`config.mk`:
```
export PLATFORM = sky130hd
export DESIGN_NAME = apb_reg_completer
export DESIGN_NICKNAME = d
export VERILOG_FILES = /design/src/rtl/apb_reg_completer.sv
export SDC_FILE = /design/constraint.sdc
export NUM_CORES = 1
export LEC_CHECK = 0
export CORE_AREA = 2 2 167 169
export CTS_CLUSTER_DIAMETER = 100
export DETAILED_ROUTE_END_ITERATION = 16
export DIE_AREA = 0 0 169 171
export GPL_ROUTABILITY_DRIVEN = 0
export HOLD_SLACK_MARGIN = 0.02
export MAX_ROUTING_LAYER = met4
export PLACE_DENSITY = 0.83
export SLEW_MARGIN = 20
export SYNTH_ARGS = -nofsm -noshare
export SYNTH_HDL_FRONTEND = slang
export SYNTH_SLANG_ARGS = --single-unit
```
`constraint.sdc`:
```
create_clock -name HCLK -period 2.35 [get_ports HCLK]
set_input_delay 0.47 -clock HCLK [delete_from_list [all_inputs] [get_ports HCLK]]
set_output_delay 0.47 -clock HCLK [all_outputs]
set_load 0.05 [all_outputs]
```
`src/rtl/apb_reg_completer.sv`:
```
// APB4 completer with a small register bank for the APB side of the AHB-to-APB bridge.
// Decodes one window, inserts programmable wait states, honours PSTRB and filters on PPROT.
module apb_reg_completer #(
  parameter int unsigned NUM_REGS    = 8,
  parameter logic [31:0] BASE_ADDR   = 32'h8000_0000,
  parameter int unsigned WAIT_STATES = 1,
  parameter logic [31:0] ID_VALUE    = 32'hA5B0_0001,
  parameter bit          SECURE_ONLY = 1'b1,
  parameter bit          PRIV_ONLY   = 1'b0
) (
  input  logic                    HCLK,
  input  logic                    HRESETn,
  input  logic                    PSEL,
  input  logic                    PENABLE,
  input  logic [31:0]             PADDR,
  input  logic                    PWRITE,
  input  logic [31:0]             PWDATA,
  input  logic [3:0]              PSTRB,
  input  logic [2:0]              PPROT,
  output logic [31:0]             PRDATA,
  output logic                    PREADY,
  output logic                    PSLVERR,
  output logic [32*NUM_REGS-1:0]  reg_q,
  output logic                    err_pulse
);

  // state  | meaning
  // IDLE   | no transfer in flight; a SETUP phase latches the request
  // ACCESS | wait-state countdown, then completion while PENABLE is high

  localparam int unsigned IDX_W = (NUM_REGS > 1) ? $clog2(NUM_REGS) : 1;

  typedef enum logic {
    IDLE   = 1'b0,
    ACCESS = 1'b1
  } state_t;

  state_t            state_q;
  logic [3:0]        cnt_q;
  logic              wr_q;
  logic [31:0]       wdata_q;
  logic [3:0]        strb_q;
  logic [IDX_W-1:0]  idx_q;
  logic              err_q;
  logic              err_pulse_q;
  logic [31:0]       bank_q [1:NUM_REGS-1];

  logic [31:0]       offset;
  logic              in_range;
  logic              misaligned;
  logic              prot_err;
  logic              ro_err;
  logic              setup_err;
  logic [IDX_W-1:0]  setup_idx;
  logic              ready;
  logic              complete;
  logic [31:0]       rd_mux;
  logic              unused_ok;

  // Full 32-bit offset: addresses below BASE_ADDR wrap to huge offsets and fall out of range.
  assign offset     = PADDR - BASE_ADDR;
  assign in_range   = offset[31:2] < 30'(NUM_REGS);
  assign misaligned = PADDR[1:0] != 2'b00;
  assign prot_err   = (SECURE_ONLY && PPROT[1]) || (PRIV_ONLY && !PPROT[0]);
  assign setup_idx  = offset[IDX_W+1:2];
  assign ro_err     = PWRITE && (setup_idx == '0);
  assign setup_err  = !in_range || misaligned || prot_err || ro_err;
  assign unused_ok  = ^{PPROT[2], offset[1:0]};

  // A dropped PSEL in ACCESS is an abort, so PREADY is held low rather than completing.
  assign ready    = (state_q == ACCESS) && (cnt_q == 4'd0) && PSEL;
  assign complete = ready && PENABLE;

  assign PREADY    = ready;
  assign PSLVERR   = ready && err_q;
  assign PRDATA    = (ready && !wr_q && !err_q) ? rd_mux : 32'h0;
  assign err_pulse = err_pulse_q;

  always_ff @(posedge HCLK or negedge HRESETn) begin
    if (!HRESETn) begin
      state_q     <= IDLE;
      cnt_q       <= 4'd0;
      wr_q        <= 1'b0;
      wdata_q     <= 32'h0;
      strb_q      <= 4'h0;
      idx_q       <= '0;
      err_q       <= 1'b0;
      err_pulse_q <= 1'b0;
    end else begin
      err_pulse_q <= complete && err_q;
      case (state_q)
        IDLE: begin
          if (PSEL && !PENABLE) begin
            wr_q    <= PWRITE;
            wdata_q <= PWDATA;
            strb_q  <= PSTRB;
            idx_q   <= setup_idx;
            err_q   <= setup_err;
            cnt_q   <= 4'(WAIT_STATES);
            state_q <= ACCESS;
          end
        end
        ACCESS: begin
          if (!PSEL) begin
            state_q <= IDLE;
          end else if (PENABLE) begin
            if (cnt_q != 4'd0) begin
              cnt_q <= cnt_q - 4'd1;
            end else begin
              state_q <= IDLE;
            end
          end
        end
        default: state_q <= IDLE;
      endcase
    end
  end

  always_ff @(posedge HCLK or negedge HRESETn) begin
    if (!HRESETn) begin
      for (int k = 1; k < int'(NUM_REGS); k++) begin
        bank_q[k] <= 32'h0;
      end
    end else if (complete && wr_q && !err_q) begin
      for (int k = 1; k < int'(NUM_REGS); k++) begin
        if (idx_q == IDX_W'(k)) begin
          for (int b = 0; b < 4; b++) begin
            if (strb_q[b]) begin
              bank_q[k][8*b +: 8] <= wdata_q[8*b +: 8];
            end
          end
        end
      end
    end
  end

  always_comb begin
    rd_mux = ID_VALUE;
    for (int k = 1; k < int'(NUM_REGS); k++) begin
      if (idx_q == IDX_W'(k)) begin
        rd_mux = bank_q[k];
      end
    end
  end

  assign reg_q[31:0] = ID_VALUE;
  for (genvar k = 1; k < NUM_REGS; k++) begin : g_flat
    assign reg_q[32*k +: 32] = bank_q[k];
  end

endmodule

```
==> metrics, run 1 <==
outcome=finished, violations left; failing checks=negative setup slack; fin crit share=1.22; setup ws final=-0.511 ns; later-pin clock latency in the skew report=0.55 ns; CP max stage cell=dfrtp_1; Worst Max-Slew Pin Slew=0.611 ns; VDD IR-drop max=between 0.0005 and 0.0006 V; DP HPWL=28500 um; TritonCTS Buffers=29; flops & latches, synth=roughly 270; Fin. Hold Viols=0; Worst EP arrival=about 2.4 ns; Clk pin slew, worst setup/hold paths=0.06 ns; asr flop ratio synth=1.00; synth warn=0; FP Rows=61; Pre-antenna DRT Iters=5; Synth Instances=about 940; WL/cell=between 20 and 30 um; RSZ-0062 raised after global routing=true; synthesized area per cell=13.6 um^2; antenna viol nets, final=0; initial core utilization=0.469; largest net degree at the start of global routing=74; Total GRT Usage=0.300; Final Skew=0.0191 ns; Initial DRC Count=596; Critical R2R Launch=cnt_q[1]; Req. time, crit path=about 1.9 ns; wire length on met1=18100 um; Worst Setup SP=cnt_q[1]; Top FF cell, synth=dfrtp_1; final setup vio count=111; placed cell count=1658; Critical Path End Type=output pin; Slew headroom=0.591; Buffers on Ports=332; critical path's largest stage delay=0.39 ns; Worst Reg-to-Reg Cells=9; Root Buffer=clkbuf_16; Nets=1464; top layer in use=met4; clock tree sinks=271; Startpoint Class=flop; crit path cell chain=inv_2 > ha_4 > nand2b_4 > nor3_4 > nand2_4 > buf_16 > a2111oi_4 > buf_6; detailed-route wire length=45300 um; initial antenna violation count=2; maxcap violations=0; Vias=between 10000 and 15000; Residual DRC=0; WL met3=between 2000 and 2500 um; # H-tree levels=1; Placeable Area=27300 um^2; Synth-to-Final Area Change=59.7%; HP Class=primary input to async pin; Finished Layout Cells=between 1500 and 2000; Vias/cell=about 6; setup tns final=-18.40 ns; DR WL met2=23100 um; fraction of layout instances using a drive strength above 1=0.458; Die W=169 um; TritonCTS clock tree=yes; Slew Viols, Final=0; Tot Pwr=0.0128 W; fmax=0.349 GHz; EDFF count, synth=0; Crit Path Max Fanout=15; Yosys cell types=47; Leak=around 9 nW; synthesized area=approximately 13000 um^2; critical path class=flop to output pin; I/O pin total=367; GR Overflow Total=0; Die H=171 um; sequential area share after synthesis=0.529; clock buffer depth=3; Place WS=-0.312 ns; Die Footprint=between 20000 and 30000 um^2; WHS=0.485 ns; first-pass GRT wire length=64400 um; Tmin final=approximately 2.9 ns; power per cell area=624 nW/um^2; number of global-route vias before repair=10800
## registers in the layout, summed over array words and instances, names as in the netlist
name and flops:
cnt_q 4, err_pulse 1, err_q 1, idx_q 3
reg_q 224, state_q 1, strb_q 4, wdata_q 32
wr_q 1
## synth_stat cells (12+ instances only)
cell,number,area [um^2]
nor2_1,37,139
mux2_4,24,360
dfrtp_1,271,6780
buf_2,18,90.1
mux2i_1,26,260
mux2_2,282,3180
a221oi_1,31,272
nor3_1,12,60.1
clkbuf_1,26,97.6
buf_4,34,255
nand2_1,19,71.3
o22ai_1,24,150
a2111oi_0,23,201
a21oi_1,17,85.1
## kinds of logic (layout without fill, tap and decap cells)
kind of cell / count (synthesis) / in the layout / synth area share
fa+ha+maj: 1 / 1 / 0.000975
compound gates: 118 / 118 / 0.0676
mux: 333 / 333 / 0.298
simple gates: 124 / 124 / 0.0623
flops: 271 / 271 / 0.529
buf+inv: 94 / 530 / 0.0421
other cells: 2 / 34 / 0.000585
## final cells by class
type                    instances  area (um^2)
diodes                          2         5.00
clock buffers                  46          890
clock inverters                 7         48.8
multi-input cells             608         7040
well taps                     346          433
flip-flops and latches        271         6790
repair buffers                469         5240
fillers                      1598         6840
inverters                       8         30.0
## path summary, 6_finish.rpt
path                              end  slack, ns
hold / removal             reg_q[147]       0.48
hold reg to reg            reg_q[135]       0.53
max in group asynchronous  reg_q[148]       1.11
setup / recovery           PRDATA[18]      -0.51
setup reg to reg            reg_q[50]      -0.09
min in group HCLK           strb_q[3]       0.49
## critical path: cells and delay by family (launching register included)
family                   cells  cell delay (ns)
AO/OA/AOI/OAI                1             0.38
adder cells (fa/ha/maj)      1             0.15
buffers and inverters        3             0.49
flip-flops                   1             0.39
AND/OR/NAND/NOR              3             0.40
## report_power, final
group	switching [W]	internal (W)	total [W]
clock network	0.00187	0.00259	0.00445
logic	0.00174	0.00133	0.00307
registers	0.000399	0.00485	0.00525
total	0.00401	0.00877	0.0128
## metal layers
metal / up-vias / track usage
li1: 4363 / -
met1: 5424 / 0.369
met2: 476 / 0.508
met3: 129 / 0.0451
met4: 0 / 0.107
met5: - / -
## cells in the final DEF, fill, tap and decap left out, types with 5 or more instances in the layout
cell type	n
clkdlybuf4s50_1	296
dfrtp_1	267
mux2_2	195
mux2_4	111
buf_4	62
buf_6	48
buf_12	44
clkbuf_16	35
conb_1	32
nor2_1	30
mux2i_1	25
a2111oi_4	23
nand2_1	18
o22ai_1	15
a221oi_2	15
a221oi_4	13
a21oi_1	12
nor3_4	10
nor3_1	10
clkbuf_8	10
a211oi_4	8
nor2_2	7
o21ai_0	7
clkbuf_1	7
buf_8	7
o22ai_2	6
inv_1	6
a21oi_2	5
nand4_1	5
nor4_1	5
## what timing repair did
item	4_1_cts	5_1_grt
pin swaps	33	19
hold buffers	1	0
buffers inserted	19	26
gates cloned	2	6
endpoints found under the setup margin	33	70
gates resized for setup	98	141
hold endpoints to repair	65	0
## metrics by stage
stage	utilization	area (um^2)
2_1_floorplan	-	13600
3_3_place_gp	0.657	18000
3_5_place_dp	0.657	18000
4_1_cts	0.717	19600
5_1_grt	0.750	20500
6_report	0.750	20500
Power figures use the tool's default switching activity.
==> run 2, diff against run 1 <==
Settings changed: CAP_MARGIN set to 20.
==> results of run 2 <==
Final layout, timing and power as in run 1 (identical DEF).
